`src/rtl/store_buffer_if.sv`:
```
// Request/cache-port bundle for the posted-store buffer.
// Pure wiring; no timing of its own.
// Cache ready is carried back to the buffer as the only flow-control input.
`ifndef ADDR_WIDTH
`define ADDR_WIDTH 32
`endif
`ifndef DATA_WIDTH
`define DATA_WIDTH 32
`endif

interface store_buffer_if #(
  parameter int AW = `ADDR_WIDTH,
  parameter int DW = `DATA_WIDTH
);
  // Request side (EX-stage glue)
  logic          i_valid;
  logic          i_mem_action;
  logic [AW-1:0] i_addr;
  logic [DW-1:0] i_data;
  logic          o_stall;
  logic          o_fwd_valid;
  logic [DW-1:0] o_fwd_data;
  // Cache side
  logic          o_cache_valid;
  logic          o_cache_action;
  logic [AW-1:0] o_cache_addr;
  logic [DW-1:0] o_cache_data;
  logic          i_cache_ready;
  // Status
  logic          o_empty;
  logic          o_full;

  // Buffer side of the bundle
  modport slave (
    input  i_valid, i_mem_action, i_addr, i_data, i_cache_ready,
    output o_stall, o_fwd_valid, o_fwd_data,
    output o_cache_valid, o_cache_action, o_cache_addr, o_cache_data,
    output o_empty, o_full
  );

  // Requester / cache-model side of the bundle
  modport master (
    output i_valid, i_mem_action, i_addr, i_data, i_cache_ready,
    input  o_stall, o_fwd_valid, o_fwd_data,
    input  o_cache_valid, o_cache_action, o_cache_addr, o_cache_data,
    input  o_empty, o_full
  );
endinterface

```
`src/rtl/store_buffer.sv`:
```
// Posted-store FIFO in front of the d-cache port; loads bypass or resolve RAW.
// Latency: stores accepted in the same cycle, drain 1 entry/cycle while ready.
// Backpressure: o_stall when full (store), matched load (no fwd) or cache busy.
// Optional store-to-load forwarding: define STORE_FWD_EN.
`ifndef ADDR_WIDTH
`define ADDR_WIDTH 32
`endif
`ifndef DATA_WIDTH
`define DATA_WIDTH 32
`endif

module store_buffer #(
  parameter int DEPTH = 4,
  parameter int AW    = `ADDR_WIDTH,
  parameter int DW    = `DATA_WIDTH
) (
  input  logic          clk,
  input  logic          rst_n,
  store_buffer_if.slave bus
);
  localparam int PW = $clog2(DEPTH);
  localparam int CW = PW + 1;
  localparam logic READ  = 1'b0;
  localparam logic WRITE = 1'b1;

  logic [AW-1:0] mem_addr_q [DEPTH];
  logic [DW-1:0] mem_data_q [DEPTH];
  logic [PW-1:0] head_q, head_d;
  logic [PW-1:0] tail_q, tail_d;
  logic [CW-1:0] count_q, count_d;

  logic          empty, full;
  logic          req_vld, is_store, is_load;
  logic          hit;
  logic [DW-1:0] hit_data;
  logic          store_acc, load_bypass, drain_done;

  assign empty = (count_q == '0);
  assign full  = (count_q == CW'(DEPTH));

  // Requests are masked during reset so every output reads idle.
  assign req_vld  = bus.i_valid & rst_n;
  assign is_store = req_vld & (bus.i_mem_action == WRITE);
  assign is_load  = req_vld & (bus.i_mem_action == READ);

  // Scan live slots oldest to youngest; the last hit is the one nearest tail.
  always_comb begin
    hit      = 1'b0;
    hit_data = '0;
    for (int i = 0; i < DEPTH; i++) begin
      logic [PW-1:0] idx;
      idx = head_q + PW'(i);
      if ((CW'(i) < count_q) && (mem_addr_q[idx] == bus.i_addr)) begin
        hit      = 1'b1;
        hit_data = mem_data_q[idx];
      end
    end
  end

  // Full is judged on registered count, so a same-cycle drain cannot free a slot.
  assign store_acc   = is_store & ~full;
  // A load owns the cache port only when nothing pending aliases it.
  assign load_bypass = is_load & ~hit;
  assign drain_done  = ~load_bypass & ~empty & bus.i_cache_ready;

  // Cache port: bypassing load wins, otherwise the head store drains.
  always_comb begin
    bus.o_cache_valid  = 1'b0;
    bus.o_cache_action = READ;
    bus.o_cache_addr   = '0;
    bus.o_cache_data   = '0;
    if (load_bypass) begin
      bus.o_cache_valid  = 1'b1;
      bus.o_cache_action = READ;
      bus.o_cache_addr   = bus.i_addr;
    end else if (!empty) begin
      bus.o_cache_valid  = 1'b1;
      bus.o_cache_action = WRITE;
      bus.o_cache_addr   = mem_addr_q[head_q];
      bus.o_cache_data   = mem_data_q[head_q];
    end
  end

`ifdef STORE_FWD_EN
  // Aliased load is answered from the buffer and never stalls.
  always_comb begin
    bus.o_fwd_valid = is_load & hit;
    bus.o_fwd_data  = (is_load & hit) ? hit_data : '0;
    bus.o_stall     = (is_store & full) |
                      (load_bypass & ~bus.i_cache_ready);
  end
`else
  // Aliased load waits until the matching stores have drained.
  always_comb begin
    bus.o_fwd_valid = 1'b0;
    bus.o_fwd_data  = '0;
    bus.o_stall     = (is_store & full) |
                      (is_load & hit) |
                      (load_bypass & ~bus.i_cache_ready);
  end
  logic unused_hit_data;
  assign unused_hit_data = ^hit_data;
`endif

  assign bus.o_empty = empty;
  assign bus.o_full  = full;

  // Pointer and occupancy next-state; enqueue and drain together keep count.
  always_comb begin
    head_d  = drain_done ? head_q + PW'(1) : head_q;
    tail_d  = store_acc  ? tail_q + PW'(1) : tail_q;
    count_d = count_q;
    case ({store_acc, drain_done})
      2'b10:   count_d = count_q + CW'(1);
      2'b01:   count_d = count_q - CW'(1);
      default: count_d = count_q;
    endcase
  end

  // Control state; reset discards all pending entries.
  always_ff @(posedge clk or negedge rst_n) begin
    if (!rst_n) begin
      head_q  <= '0;
      tail_q  <= '0;
      count_q <= '0;
    end else begin
      head_q  <= head_d;
      tail_q  <= tail_d;
      count_q <= count_d;
    end
  end

  // Entry storage written at tail on an accepted store.
  always_ff @(posedge clk or negedge rst_n) begin
    if (!rst_n) begin
      for (int i = 0; i < DEPTH; i++) begin
        mem_addr_q[i] <= '0;
        mem_data_q[i] <= '0;
      end
    end else if (store_acc) begin
      mem_addr_q[tail_q] <= bus.i_addr;
      mem_data_q[tail_q] <= bus.i_data;
    end
  end
endmodule

```
`src/flat_wrapper.sv`:
```
// flat-port wrapper written by rule: the top's interface ports become plain ports
module store_buffer_flat 
#(
  parameter int DEPTH = 4,
  parameter int AW    = `ADDR_WIDTH,
  parameter int DW    = `DATA_WIDTH
)
  (clk, rst_n, bus_i_valid, bus_i_mem_action, bus_i_addr, bus_i_data, bus_i_cache_ready, bus_o_stall, bus_o_fwd_valid, bus_o_fwd_data, bus_o_cache_valid, bus_o_cache_action, bus_o_cache_addr, bus_o_cache_data, bus_o_empty, bus_o_full);
  store_buffer_if #(.AW(AW), .DW(DW)) bus_i ();
  input  logic clk;
  input  logic rst_n;
  input wire logic [$bits(bus_i.i_valid)-1:0] bus_i_valid;
  input wire logic [$bits(bus_i.i_mem_action)-1:0] bus_i_mem_action;
  input wire logic [$bits(bus_i.i_addr)-1:0] bus_i_addr;
  input wire logic [$bits(bus_i.i_data)-1:0] bus_i_data;
  input wire logic [$bits(bus_i.i_cache_ready)-1:0] bus_i_cache_ready;
  output wire logic [$bits(bus_i.o_stall)-1:0] bus_o_stall;
  output wire logic [$bits(bus_i.o_fwd_valid)-1:0] bus_o_fwd_valid;
  output wire logic [$bits(bus_i.o_fwd_data)-1:0] bus_o_fwd_data;
  output wire logic [$bits(bus_i.o_cache_valid)-1:0] bus_o_cache_valid;
  output wire logic [$bits(bus_i.o_cache_action)-1:0] bus_o_cache_action;
  output wire logic [$bits(bus_i.o_cache_addr)-1:0] bus_o_cache_addr;
  output wire logic [$bits(bus_i.o_cache_data)-1:0] bus_o_cache_data;
  output wire logic [$bits(bus_i.o_empty)-1:0] bus_o_empty;
  output wire logic [$bits(bus_i.o_full)-1:0] bus_o_full;
  assign bus_i.i_valid = bus_i_valid;
  assign bus_i.i_mem_action = bus_i_mem_action;
  assign bus_i.i_addr = bus_i_addr;
  assign bus_i.i_data = bus_i_data;
  assign bus_i.i_cache_ready = bus_i_cache_ready;
  assign bus_o_stall = bus_i.o_stall;
  assign bus_o_fwd_valid = bus_i.o_fwd_valid;
  assign bus_o_fwd_data = bus_i.o_fwd_data;
  assign bus_o_cache_valid = bus_i.o_cache_valid;
  assign bus_o_cache_action = bus_i.o_cache_action;
  assign bus_o_cache_addr = bus_i.o_cache_addr;
  assign bus_o_cache_data = bus_i.o_cache_data;
  assign bus_o_empty = bus_i.o_empty;
  assign bus_o_full = bus_i.o_full;
  store_buffer #(.DEPTH(DEPTH), .AW(AW), .DW(DW)) u_core (.clk(clk), .rst_n(rst_n), .bus(bus_i));
endmodule
```
`config.mk`:
```
export PLATFORM = sky130hd
export DESIGN_NAME = store_buffer_flat
export DESIGN_NICKNAME = d
export VERILOG_FILES = /design/src/rtl/store_buffer_if.sv /design/src/rtl/store_buffer.sv /design/src/flat_wrapper.sv
export SDC_FILE = /design/constraint.sdc
export NUM_CORES = 1
export LEC_CHECK = 0
export BUFFER_PORTS_ARGS = -buffer_cell sky130_fd_sc_hd__buf_2
export CORE_MARGIN = 1.5
export CORE_UTILIZATION = 37
export DETAILED_ROUTE_END_ITERATION = 8
export GPL_ROUTABILITY_DRIVEN = 0
export PLACE_DENSITY = 0.52
export RECOVER_POWER = 50
export SYNTH_ARGS = -nofsm -noshare
export SYNTH_HDL_FRONTEND = slang
export SYNTH_SLANG_ARGS = --single-unit
```
`constraint.sdc`:
```
create_clock -name clk -period 7.59 [get_ports clk]
set_clock_uncertainty 0.1 [all_clocks]
set_input_delay 0.759 -clock clk [delete_from_list [all_inputs] [get_ports clk]]
set_output_delay 0.759 -clock clk [all_outputs]
set_load 0.05 [all_outputs]
```
==> key figures, run 1 <==
Layout
  – Fill count: about 4400
  – Nets: roughly 1600
  – Finished Layout Cells: roughly 2200
  – Layout cells sized above 1: about a third
  – Area grow syn2layout: 11.1%

Clocking
  – Latest clock arrival within the worst-skew pair: roughly 0.59 ns
  – Max Root-Sink Buffers: 3
  – Post-CTS Resized: 0
  – Post-cts hold buffer count: 0
  – Clk root buf: clkbuf_16
  – Max H-tree Level: 1
  – CTS tree: done
  – CTS buffer count: 31
  – CTS clk-pin slew, worst paths: ~0.06 ns
  – Clk sinks: ~260
  – Total setup buffers inserted after CTS: 0

Place
  – Placed cells: between 2000 and 2500
  – Post-DP HPWL: approximately 37000 um
  – PortBufs: 137

Global route
  – Pin count of the biggest net entering global routing: 72
  – First-pass GRT wire length: 79500 um
  – Vias in the first global route: between 10000 and 15000
  – GRT overflow: 0
  – Initial antenna violation count: 7
  – Total GRT Usage: 22.0%

Timing
  – Fin crit period: just over 6 ns
  – RSZ-0062 raised after global routing: false
  – Worst slew pin tran: between 3 and 4 ns
  – Hold Violations, Final: 0
  – Final Slew Violations: between 300 and 400
  – Post-route clock period utilization: roughly four fifths
  – Normalized max-slew margin: -159%
  – Peak Freq: approximately 160 MHz
  – Setup TNS: 0 ns
  – # setup viols final: 0

Drt
  – Post-route antenna net violation count: 0
  – DR iter-0 viols: between 900 and 1000
  – DRT Pass-1 Iters: 5
  – Total Wirelength: around 52000 um
  – Via/cell ratio: approximately 5.8
  – DRC viols: 0
  – Wirelength per Cell: roughly 24 um
  – DR vias: 12523

Setup path
  – Terminus of the critical flop-to-flop path: u_core.count_q[2]$_DFFE_PN0P_
  – Crit path DAT: approximately 5.4 ns
  – Reg-to-reg startpoint: u_core.head_q[1]$_DFFE_PN0P_
  – Depth of the most critical reg-to-reg path: 14
  – Worst endpoint required time: 6.73 ns
  – Kind of start point of the critical path: flip-flop
  – Worst reg2reg setup slack: ~2.5 ns
  – Endpoint class of the critical path: output port
  – Setup CP Type: reg2out
  – Worst-path fanout max: 56

Status
  – Outcome: complete, but fails checks
  – Failing checks: capacitance limit, slew limit

Job
  – Max-Cap Viols: 6

Die
  – Initial Util: roughly 38%
  – Core ar.: 45700 sq um
  – Die Y: ~220 um
  – Die width: between 200 and 250 um
  – DIE AREA: about 48000 sq um
  – I/O Pins: roughly 170
  – # rows: 78

Yosys
  – Post-synthesis sequential area ratio: 38.1%
  – #FFs+latches synth: about 260
  – Cell taking the most area after synthesis: dfrtp_1
  – Syn_area_per_cell: between 10 and 15 sq um
  – Synth top area share: a little under two fifths
  – Number of synthesized flops with an enable pin: 0
  – Post-synth cell types: 69
  – Post-synthesis instance total: 1486
  – FFs w/ async S/R, synth: between 90% and 100%
  – Syn Std Cell Area: roughly 17000 sq um
  – Yosys warns: 0
  – Synth top area cells: dfrtp_1 38%, mux4_2 14%, mux2_2 13%
  – Post-synth top flop: dfrtp_1

Hold path
  – Worst hold-check path type: in2async
## metal layers
metal  wire length [um]  track usage (%)
met3               3650             4.12
met5                 57                0
met1              23000             30.8
met2              23800             34.0
met4               1860             7.37
## cell usage after synthesis (all sizes together) (27+ instances only)
master,count
nand2,148
o21ai,96
xnor2,102
mux4,107
nor3b,32
inv,27
buf,90
nand4,35
mux2i,109
clkbuf,69
mux2,203
dfrtp,263
## cells by family (layout without fill, tap and decap cells)
| family | after synthesis | in the layout | synth area share (%) |
|---|---|---|---|
| XOR/XNOR | 112 | 112 | 5.68 |
| other | 1 | 34 | 0.0217 |
| adder cells (fa/ha/maj) | 9 | 9 | 0.652 |
| multiplexers | 419 | 419 | 33.6 |
| flip-flops | 263 | 263 | 38.1 |
| AND/OR/NAND/NOR | 303 | 303 | 8.91 |
| buffers and inverters | 188 | 238 | 5.91 |
| AO/OA/AOI/OAI | 191 | 191 | 7.07 |
## flip-flops by register name, indices dropped and copies added, names as in the netlist
register and flops:
u_core.count_q 3, u_core.head_q 2, u_core.tail_q 2, u_core.mem_data_q 128, u_core.mem_addr_q 128
## worst max-delay path: stages (launching register included)
cell,delay [ns]
dfrtp_4,1.02
buf_12,0.38
mux2i_1,0.40
o22ai_1,0.13
o21ai_0,0.43
nand4_1,0.22
or4_1,0.55
o31ai_1,0.45
nor3_2,0.10
buf_4,0.31
mux2i_1,0.35
buf_2,0.33
## stage by stage
step	hold WS [ns]	utilization (%)	setup WS (ns)	area, sq um
finish	0.0223	42.0	1.38	19200
global route	0.0557	42.0	1.13	19200
CTS	0.0107	42.1	1.35	19200
detailed placement	0.388	39.8	1.99	18200
global placement	0.381	39.8	2.05	18200
floorplan	0.363	-	2.49	17400
## cells in the final DEF, fill, tap and decap left out, types with 27 or more instances in the layout
| cell | count |
|---|---|
| o21ai_0 | 96 |
| mux2_2 | 201 |
| mux4_2 | 107 |
| clkbuf_16 | 31 |
| mux2i_1 | 108 |
| buf_2 | 135 |
| xnor2_1 | 102 |
| nand2_1 | 147 |
| nor3b_1 | 28 |
| conb_1 | 33 |
| inv_1 | 27 |
| nand4_1 | 35 |
| dfrtp_1 | 261 |
## area by class of cell
cell class              instances  area (sq um)  share of cell area, %
flip-flops and latches        263          6590                   34.4
repair buffers                155           882                   4.60
well taps                     600           751                   3.91
clock buffers                  40           860                   4.48
clock inverters                14           193                   1.00
diodes                          1          2.50                 0.0130
multi-input cells            1067          9800                   51.1
inverters                      29           109                  0.568
## worst max path at each step
stage                            startpoint                   end  slack, ns  cells past startpoint
2_1_floorplan                bus_i_addr[27]  bus_o_cache_data[23]       2.49                     10
3_3_place_gp   u_core.head_q[1]$_DFFE_PN0P_  bus_o_cache_addr[25]       2.05                     11
3_5_place_dp   u_core.head_q[1]$_DFFE_PN0P_  bus_o_cache_addr[25]       1.99                     11
4_1_cts        u_core.head_q[1]$_DFFE_PN0P_  bus_o_cache_addr[25]       1.35                     11
5_1_grt        u_core.head_q[1]$_DFFE_PN0P_  bus_o_cache_addr[25]       1.13                     11
6_report       u_core.head_q[1]$_DFFE_PN0P_  bus_o_cache_addr[25]       1.38                     11
Power of run 1 is not shown: default switching activity piles up to over one toggle a cycle in this logic, so the estimate is an artifact.
==> run 2: changes to the inputs <==
Settings changed: ABC_AREA from default to 1.
Clock period 7.59 ns to 6.29 ns, I/O delays scaled along.
==> run 2 against run 1 <==
  * The flow finishes with violations (hold timing, capacitance limit, slew limit)
  * Synthesized cell count is 65% higher
  * Worst hold slack worse by 0.030 ns
  * Clock-buffer cell count increased by 6
  * Sequential cell count unchanged
  * Critical path depth up 6
  * Critical path type unchanged
==> key figures, run 2 <==
Die
  – Initial Util: 37.4% (-0.37 points)
  – Die width: 217 um (-0.80%)
  – DIE AREA: 47200 sq um (-1.6%)
  – Core ar.: 45400 sq um (-0.64%)
  – Die Y: 217 um (-0.80%)
  – I/O Pins: 171 (unchanged)
  – # rows: 78 (unchanged)

Timing
  – # setup viols final: 0 (unchanged)
  – Worst slew pin tran: 3.98 ns (+0.0886 ns)
  – Hold Slack: -0.00764 ns (-0.0299 ns)
  – Normalized max-slew margin: -165% (-5.9 points)
  – Fin crit period: between 5 and 6 ns
  – Peak Freq: between 150 and 200 MHz
  – Post-route clock period utilization: between 80% and 90%
  – Setup TNS: 0 ns (unchanged)
  – Hold Violations, Final: 1 (+1)
  – Final Slew Violations: 359 (+10%)
  – RSZ-0062 raised after global routing: false

Layout
  – Most common cell after layout, fill and taps aside: nand2_1
  – Final instance area: 18900 sq um (-1.5%)
  – Most frequent cells in the layout: 980 x nand2_1, 261 x dfrtp_1, 232 x nand3_1
  – Largest registers: u_core.mem_addr_q (128), u_core.mem_data_q (128), u_core.count_q (3)
  – Finished Layout Cells: 3118 (+44%)
  – Layout cells sized above 1: 12.2% (-22 points)
  – Fill count: 4793 (+8.3%)
  – Nets: 2569 (+58%)
  – Area grow syn2layout: 11.2% (about the same)
  – Layout Utilization: 41.6% (-0.37 points)

Global route
  – Total GRT Usage: 23.3% (+1.4 points)
  – Initial antenna violation count: 2 (-5)
  – Vias in the first global route: 15507 (+26%)
  – Pin count of the biggest net entering global routing: 93 (+29%)
  – First-pass GRT wire length: 86300 um (+8.5%)
  – GRT overflow: 0 (unchanged)

Yosys
  – Yosys warns: 0 (unchanged)
  – Number of synthesized flops with an enable pin: 0 (unchanged)
  – Synth top area cells: dfrtp_1 39%, nand2_1 22%, nand3_1 6.8%
  – FFs w/ async S/R, synth: 100% (unchanged)
  – Most frequent cell after synthesis: nand2_1
  – Synth top area share: 38.7% (+0.62 points)
  – Post-synth cell types: 32 (-54%)
  – Post-synthesis instance total: 2453 (+65%)
  – Post-synthesis sequential area ratio: 38.7% (+0.62 points)
  – Cell taking the most area after synthesis: dfrtp_1
  – Post-synth top flop: dfrtp_1
  – Syn Std Cell Area: 17000 sq um (-1.6%)
  – Syn_area_per_cell: 6.93 sq um (-40%)
  – #FFs+latches synth: 263 (unchanged)
  – Synth top cells by count: 981 x nand2_1, 263 x dfrtp_1, 232 x nand3_1

Drt
  – Post-route antenna net violation count: 0 (unchanged)
  – Via/cell ratio: 5.18 (-10%)
  – DR vias: 16137 (+29%)
  – Total Wirelength: 54600 um (+4.2%)
  – DR iter-0 viols: 1203 (+23%)
  – Wirelength per Cell: 17.5 um (-27%)
  – DRT Pass-1 Iters: 6 (+1)
  – DRC viols: 0 (unchanged)

Place
  – PortBufs: 137 (unchanged)
  – Placed cells: 3055 (+45%)
  – Post-DP HPWL: 36400 um (-2.0%)
  – Placed Area: 17800 sq um (-2.0%)

Setup path
  – Endpoint class of the critical path: output port
  – Reg-to-reg startpoint: u_core.head_q[0]$_DFFE_PN0P_
  – Crit path DAT: 4.88 ns (-0.48 ns)
  – CP max stage delay: 0.67 ns (-0.35 ns)
  – Setup CP Type: reg2out
  – CP Cell Sequence: buf_4 -> nand2_1 -> nand2_2 -> buf_12 -> nand2_1 -> nand3_1 -> nand2_1 -> nor2_1 -> nand2_1 -> nor2_1 -> nand3_1 -> nor2_1 -> nor2_1 -> nand3_2 -> nand2_4 -> o21ai_0 -> buf_2
  – Kind of start point of the critical path: flip-flop
  – CP max-delay cell: buf_4
  – Worst endpoint required time: 5.56 ns (-1.17 ns)
  – Worst reg2reg setup slack: 2.06 ns (-0.44 ns)
  – Worst-path fanout max: 91 (+63%)
  – CP startpoint: u_core.head_q[0]$_DFFE_PN0P_
  – CP top delay family: simple AND/OR/NAND/NOR gates
  – WP buf/inv: 3 (unchanged)

Clocking
  – Max H-tree Level: 2 (+1)
  – Latest clock arrival within the worst-skew pair: 0.56 ns (-0.03 ns)
  – Clk root buf: clkbuf_16
  – CTS buffer count: 34 (+9.7%)
  – Max Root-Sink Buffers: 3 (unchanged)
  – Clk sinks: 263 (unchanged)
  – CTS tree: done
  – Total setup buffers inserted after CTS: 0 (unchanged)
  – Post-cts hold buffer count: 0 (unchanged)
  – CTS clk-pin slew, worst paths: 0.06 ns (about the same)
  – Post-CTS Resized: 0 (unchanged)

Hold path
  – Worst hold-check path type: in2async

Status
  – Outcome: complete, but fails checks
  – Failing checks: hold timing, capacitance limit, slew limit

Power
  – LEAKAGE: 9.35 nW
  – Power density cells: roughly 670 nW/um^2
  – VDD IR max: 0.000423 V
  – Pwr Total: ~13 mW

Job
  – Max-Cap Viols: 6 (unchanged)
-- run 2: layout make-up --
class,instances,area (sq um),share of cell area (%)
multi-input combinational,1840,8820,46.7
sequential,263,6590,34.9
clock buffer,46,946,5.01
timing repair buffer,160,883,4.68
tap,600,751,3.97
inverter,192,722,3.82
clock inverter,15,180,0.954
antenna,2,5.00,0.0265
-- run 2: where the power goes --
group	internal, mW	switching, mW	leakage, nW	total [mW]
clock network	1.16	0.822	0.551	1.98
logic	2.22	5.39	5.71	7.61
registers	2.55	0.471	3.09	3.02
total	5.93	6.68	9.35	12.6
-- run 2: cell families (layout without fill, tap and decap cells) --
family	Yosys count	in the layout	share of synthesized area, %
other cells	1	35	0.0221
buf+inv	382	413	10.2
simple gates	1336	1336	31.4
mux	64	64	4.24
xor+xnor	16	16	0.825
flops	263	263	38.7
fa+ha+maj	9	9	0.663
compound gates	382	382	13.8
-- run 2: per-layer routing --
layer  part of all wire, %  GRT usage [%]  routed length (um)  vias to the layer above
met1                    44           30.5               24200                     7707
met3                   5.3           3.14                2910                       74
met5                 0.024              0                  13                        -
met2                    48           40.0               26200                      428
li1                      -              -                   -                     7926
met4                   2.2           7.01                1200                        2
-- run 2: through the flow --
stage / hold WS [ns] / setup WS, ns
finish: -0.00764 / 0.684
global route: 0.0396 / 0.119
CTS: 0.000541 / 0.615
detailed placement: 0.396 / 1.22
global placement: 0.389 / 1.30
floorplan: 0.233 / 2.54
-- run 2: worst paths after layout --
check,depth (start not counted),end
worst max-delay path,17,bus_o_cache_addr[2]
worst min-delay path,1,u_core.mem_addr_q[122]$_DFFE_PN0P_
worst max register to register,19,u_core.count_q[2]$_DFFE_PN0P_
worst min register to register,1,u_core.mem_data_q[4]$_DFFE_PN0P_
max in group asynchronous,2,u_core.head_q[0]$_DFFE_PN0P_
min in group clk,3,u_core.mem_data_q[76]$_DFFE_PN0P_
Note: power is estimated with default switching activity, not from simulation.
